`config.mk`:
```
export PLATFORM = sky130hd
export DESIGN_NAME = mem_port_arbiter
export DESIGN_NICKNAME = d
export VERILOG_FILES = /design/src/rtl/mem_port_arbiter.sv
export SDC_FILE = /design/constraint.sdc
export NUM_CORES = 1
export LEC_CHECK = 0
export ABC_CLOCK_PERIOD_IN_PS = 4600
export CORE_ASPECT_RATIO = 0.9
export CORE_MARGIN = 2
export CORE_UTILIZATION = 32
export DETAILED_ROUTE_END_ITERATION = 16
export HOLD_SLACK_MARGIN = 0.06
export PLACE_DENSITY = 0.84
export SLEW_MARGIN = 20
export SYNTH_ARGS = -nofsm -noshare
export SYNTH_HDL_FRONTEND = slang
export SYNTH_SLANG_ARGS = --single-unit
```
`constraint.sdc`:
```
create_clock -name clk -period 4.6 [get_ports clk]
set_input_delay 0.92 -clock clk [delete_from_list [all_inputs] [get_ports clk]]
set_output_delay 0.92 -clock clk [all_outputs]
set_load 0.03 [all_outputs]
```
`src/rtl/mem_port_arbiter.sv`:
```
// rtl/mem_port_arbiter.sv - round-robin arbiter sharing one sync-read single-port memory between two requesters
module mem_port_arbiter #(
  parameter int ADDR_WIDTH = 8,
  parameter int DATA_WIDTH = 8
) (
  input  logic                    clk,
  input  logic                    rst_n,
  input  logic [1:0]              req_valid,
  output logic [1:0]              req_ready,
  input  logic [1:0]              req_we,
  input  logic [2*ADDR_WIDTH-1:0] req_addr,
  input  logic [2*DATA_WIDTH-1:0] req_wdata,
  output logic [1:0]              resp_valid,
  input  logic [1:0]              resp_ready,
  output logic [DATA_WIDTH-1:0]   resp_rdata,
  output logic                    mem_en,
  output logic                    mem_we,
  output logic [ADDR_WIDTH-1:0]   mem_addr,
  output logic [DATA_WIDTH-1:0]   mem_din,
  input  logic [DATA_WIDTH-1:0]   mem_dout,
  output logic [1:0]              state
);

  typedef enum logic [1:0] {
    ARB  = 2'd0,
    RD   = 2'd1,
    RESP = 2'd2
  } state_t;

  state_t                st;
  logic                  last_grant;   // requester that won the most recent accept
  logic                  rd_owner;     // requester whose read is in flight
  logic [DATA_WIDTH-1:0] rdata_q;
  logic [1:0]            resp_valid_q;

  logic any_valid;
  logic grant;
  logic accept;

  // On a tie the requester that did not win last time gets the memory
  assign any_valid = |req_valid;
  assign grant     = (req_valid == 2'b11) ? ~last_grant : req_valid[1];
  // Gated by rst_n so nothing is accepted or driven to memory while reset is held
  assign accept    = rst_n && (st == ARB) && any_valid;

  // Combinational grant path: route the winning requester straight to the memory port
  always_comb begin
    req_ready = 2'b00;
    mem_en    = 1'b0;
    mem_we    = 1'b0;
    mem_addr  = '0;
    mem_din   = '0;
    if (accept) begin
      req_ready[grant] = 1'b1;
      mem_en           = 1'b1;
      mem_we           = req_we[grant];
      mem_addr         = grant ? req_addr[2*ADDR_WIDTH-1:ADDR_WIDTH]
                               : req_addr[ADDR_WIDTH-1:0];
      mem_din          = grant ? req_wdata[2*DATA_WIDTH-1:DATA_WIDTH]
                               : req_wdata[DATA_WIDTH-1:0];
    end
  end

  // Sequencer: writes complete in ARB, reads go ARB -> RD (capture) -> RESP (handshake)
  always_ff @(posedge clk or negedge rst_n) begin
    if (!rst_n) begin
      st           <= ARB;
      last_grant   <= 1'b1;
      rd_owner     <= 1'b0;
      rdata_q      <= '0;
      resp_valid_q <= 2'b00;
    end else begin
      case (st)
        ARB: begin
          if (any_valid) begin
            last_grant <= grant;
            if (!req_we[grant]) begin
              rd_owner <= grant;
              st       <= RD;
            end
          end
        end
        RD: begin
          rdata_q      <= mem_dout;
          resp_valid_q <= rd_owner ? 2'b10 : 2'b01;
          st           <= RESP;
        end
        RESP: begin
          if (resp_ready[rd_owner]) begin
            resp_valid_q <= 2'b00;
            st           <= ARB;
          end
        end
        default: begin
          resp_valid_q <= 2'b00;
          st           <= ARB;
        end
      endcase
    end
  end

  assign resp_valid = resp_valid_q;
  assign resp_rdata = rdata_q;
  assign state      = st;

endmodule

```
==> flow_metrics.py <==
metrics = {
    "route": {
        "final_antenna_net_count": 0,
        "dr.pass1.iters": 3,
        "vias_per_cell": 5.05,
        "drcViolationCount": 0,
        "post_drt_wl_per_cell_um": 14.5,
        "num_vias": 919,
        "drt-initial-drc-count": 36,
        "wl_um": 2630,
    },
    "clock_tree": {
        "worstSkewPairLatency_ps": 270,
        "numCtsBuffers": 3,
        "tritoncts": "yes",
        "cts_hold_repair.buffers": 0,
        "htree_levels": 1,
        "postCtsSetupBuffers": 0,
        "clk_pin_slew_worst_paths_ps": 80,
        "clockBufferDepth": 2,
        "clkSinkCount": 14,
        "cts-root-buf": "clkbuf_4",
        "ctsResizeCount": 0,
    },
    "global_route": {
        "grt_pass1_wl_um": 4000,
        "grt_overflow": 0,
        "grt_util_all_layers": 0.168,
        "grt_pass1_vias": 912,
        "antenna_found_initial": 0,
        "grt_max_degree": 18,
    },
    "pwr": {
        "power.total_mw": 0.853,
        "power.leakage_nw": 0.697,
        "powerDensity_nw_per_um2": 518,
        "peakVddDrop_mv": 0.465,
    },
    "floorplanning": {
        "ios": 80,
        "dieArea_um2": 3100,
        "core_um2": 2490,
        "initial_core_util": 0.343,
        "die_x_um": 58.5,
        "die_h_um": 53.0,
        "std_cell_rows": 17,
    },
    "setup_path": {
        "required_ps": 3680,
        "crit_arrival_ps": 2940,
        "cp-start-kind": "primary input",
        "critPathKind": "primary input to output port",
        "crit_path_max_fanout": 17,
        "end_kind": "output port",
    },
    "timing": {
        "period_needed_ps": 3860,
        "setup_slack_ps": 739,
        "maxSlewHeadroom": 0.735,
        "rsz0062_at_grt": "false",
        "slew_violations": 0,
        "setup_viol": 0,
        "fmax_mhz": 259,
        "whs_ps": 514,
        "clock_skew_ps": 2.43,
        "tightestPinTransition_ps": 398,
        "tns_ps": 0,
        "finalHoldViolCount": 0,
        "period_share": 0.839,
    },
    "yosys": {
        "ys_types": 27,
        "synth.avg_cell_area_um2": 11.5,
        "yosysWarnings": 0,
        "yosys_register_bits": 14,
        "syn_area_um2": 855,
        "synth_cells": 74,
        "seq_area_frac_synth": 0.411,
        "syn-num-nets": 122,
    },
    "placement": {
        "port_buffers": 79,
        "globalplace.congestion": 0.808,
        "dp.final_hpwl_um": 2200,
        "pre_cts_slack_ps": 728,
    },
    "cells_and_area": {
        "post-route-util": 0.662,
        "n_antenna_cell": 0,
        "syn_to_final_growth_pct": 92.7,
        "nNetsFinal": 203,
        "layout-drive-gt1-share": 0.318,
    },
    "job": {
        "drv_cap": 0,
    },
    "outcome": {
        "outcome": "finished, final reports clean",
    },
    "hold_path": {
        "hold_class": "flop to flop",
    },
}
## stage by stage
step / cells / area (um2)
6_report: 182 / 1650
2_1_floorplan: 74 / 855
4_1_cts: 182 / 1650
3_5_place_dp: 178 / 1610
5_1_grt: 182 / 1650
3_3_place_gp: 178 / 1610
## flip-flops by register name, indices dropped and copies added, names as in the netlist
name / count
last_grant: 1
rd_owner: 1
resp_rdata: 8
resp_valid: 2
state: 2
## power breakdown
group	leakage, nW	total, mW	switching, mW	internal (mW)
Sequential	0.166	0.240	0.0537	0.186
Combinational	0.510	0.529	0.275	0.254
Clock	0.0210	0.0846	0.0366	0.0481
Total	0.697	0.853	0.365	0.488
## layout by cell type (no fill, tap or decap), drive strengths merged, types with 3 or more instances in the layout
cell type / netlist / final
nor3: 3 / 3
dfrtp: 13 / 13
clkbuf: 1 / 4
a21oi: 3 / 3
buf: 5 / 19
mux2: 8 / 8
a22o: 16 / 16
nor2: 5 / 5
clkdlybuf4s50: 0 / 63
## logic make-up after synthesis
family	count (synthesis)	share of synthesized area
multiplexers	10	0.129
flip-flops	14	0.411
buffers and inverters	8	0.0703
AO/OA/AOI/OAI	27	0.283
AND/OR/NAND/NOR	15	0.107
## Yosys cell counts
library cell | instances | area share
o32a_1 | 1 | 0.012
a22o_1 | 3 | 0.031
nand2b_1 | 1 | 0.0073
a22o_2 | 13 | 0.15
o2bb2ai_1 | 2 | 0.021
buf_4 | 2 | 0.018
a21oi_1 | 3 | 0.018
dfrtp_1 | 13 | 0.38
or3b_1 | 1 | 0.010
clkbuf_1 | 1 | 0.0044
nor2_2 | 1 | 0.0073
a211oi_1 | 1 | 0.0088
nand2_1 | 1 | 0.0044
o41ai_1 | 1 | 0.010
dfstp_2 | 1 | 0.031
a31oi_1 | 1 | 0.0073
nor3_1 | 2 | 0.012
nor2_1 | 4 | 0.018
buf_6 | 3 | 0.040
a21bo_2 | 2 | 0.023
mux2i_1 | 2 | 0.023
nand3b_1 | 1 | 0.0088
nand3_1 | 1 | 0.0059
inv_1 | 2 | 0.0088
mux2_2 | 8 | 0.11
nor2b_1 | 2 | 0.015
nor3_4 | 1 | 0.019
## layer usage
metal	up-vias	global-route usage	wire length, um
met2	55	0.309	1300
met4	0	0.0659	0
met5	-	0	0
li1	446	-	-
met3	0	0.0538	318
met1	418	0.178	1010
## worst paths after layout
kind                                            from                   endpoint  slack, ps  cells after the start
max reg2reg                     state[1]$_DFFE_PN0P_  resp_rdata[2]$_DFFE_PN0N_       3200                      2
min in group asynchronous                      rst_n       rd_owner$_DFFE_PN0P_        980                      2
max                                            rst_n               req_ready[0]        740                      5
min reg2reg                resp_rdata[3]$_DFFE_PN0N_  resp_rdata[3]$_DFFE_PN0N_        510                      1
max in group asynchronous                      rst_n     last_grant$_DFFE_PN1P_       3380                      2
min                        resp_rdata[3]$_DFFE_PN0N_  resp_rdata[3]$_DFFE_PN0N_        510                      1
## worst max-delay path: stages
cell             delay [ps]
clkdlybuf4s50_1         480
or3b_1                  450
nor3_4                  180
buf_4                   220
clkdlybuf4s50_1         690
## layout make-up
type                       count  area, um2
fill                         205        842
multi-input combinational     52        443
inverter                       2       7.51
sequential                    14        352
timing repair buffer          82        773
clock buffer                   4       36.3
tap                           28       35.0
Note: power is estimated with default switching activity, not from simulation.
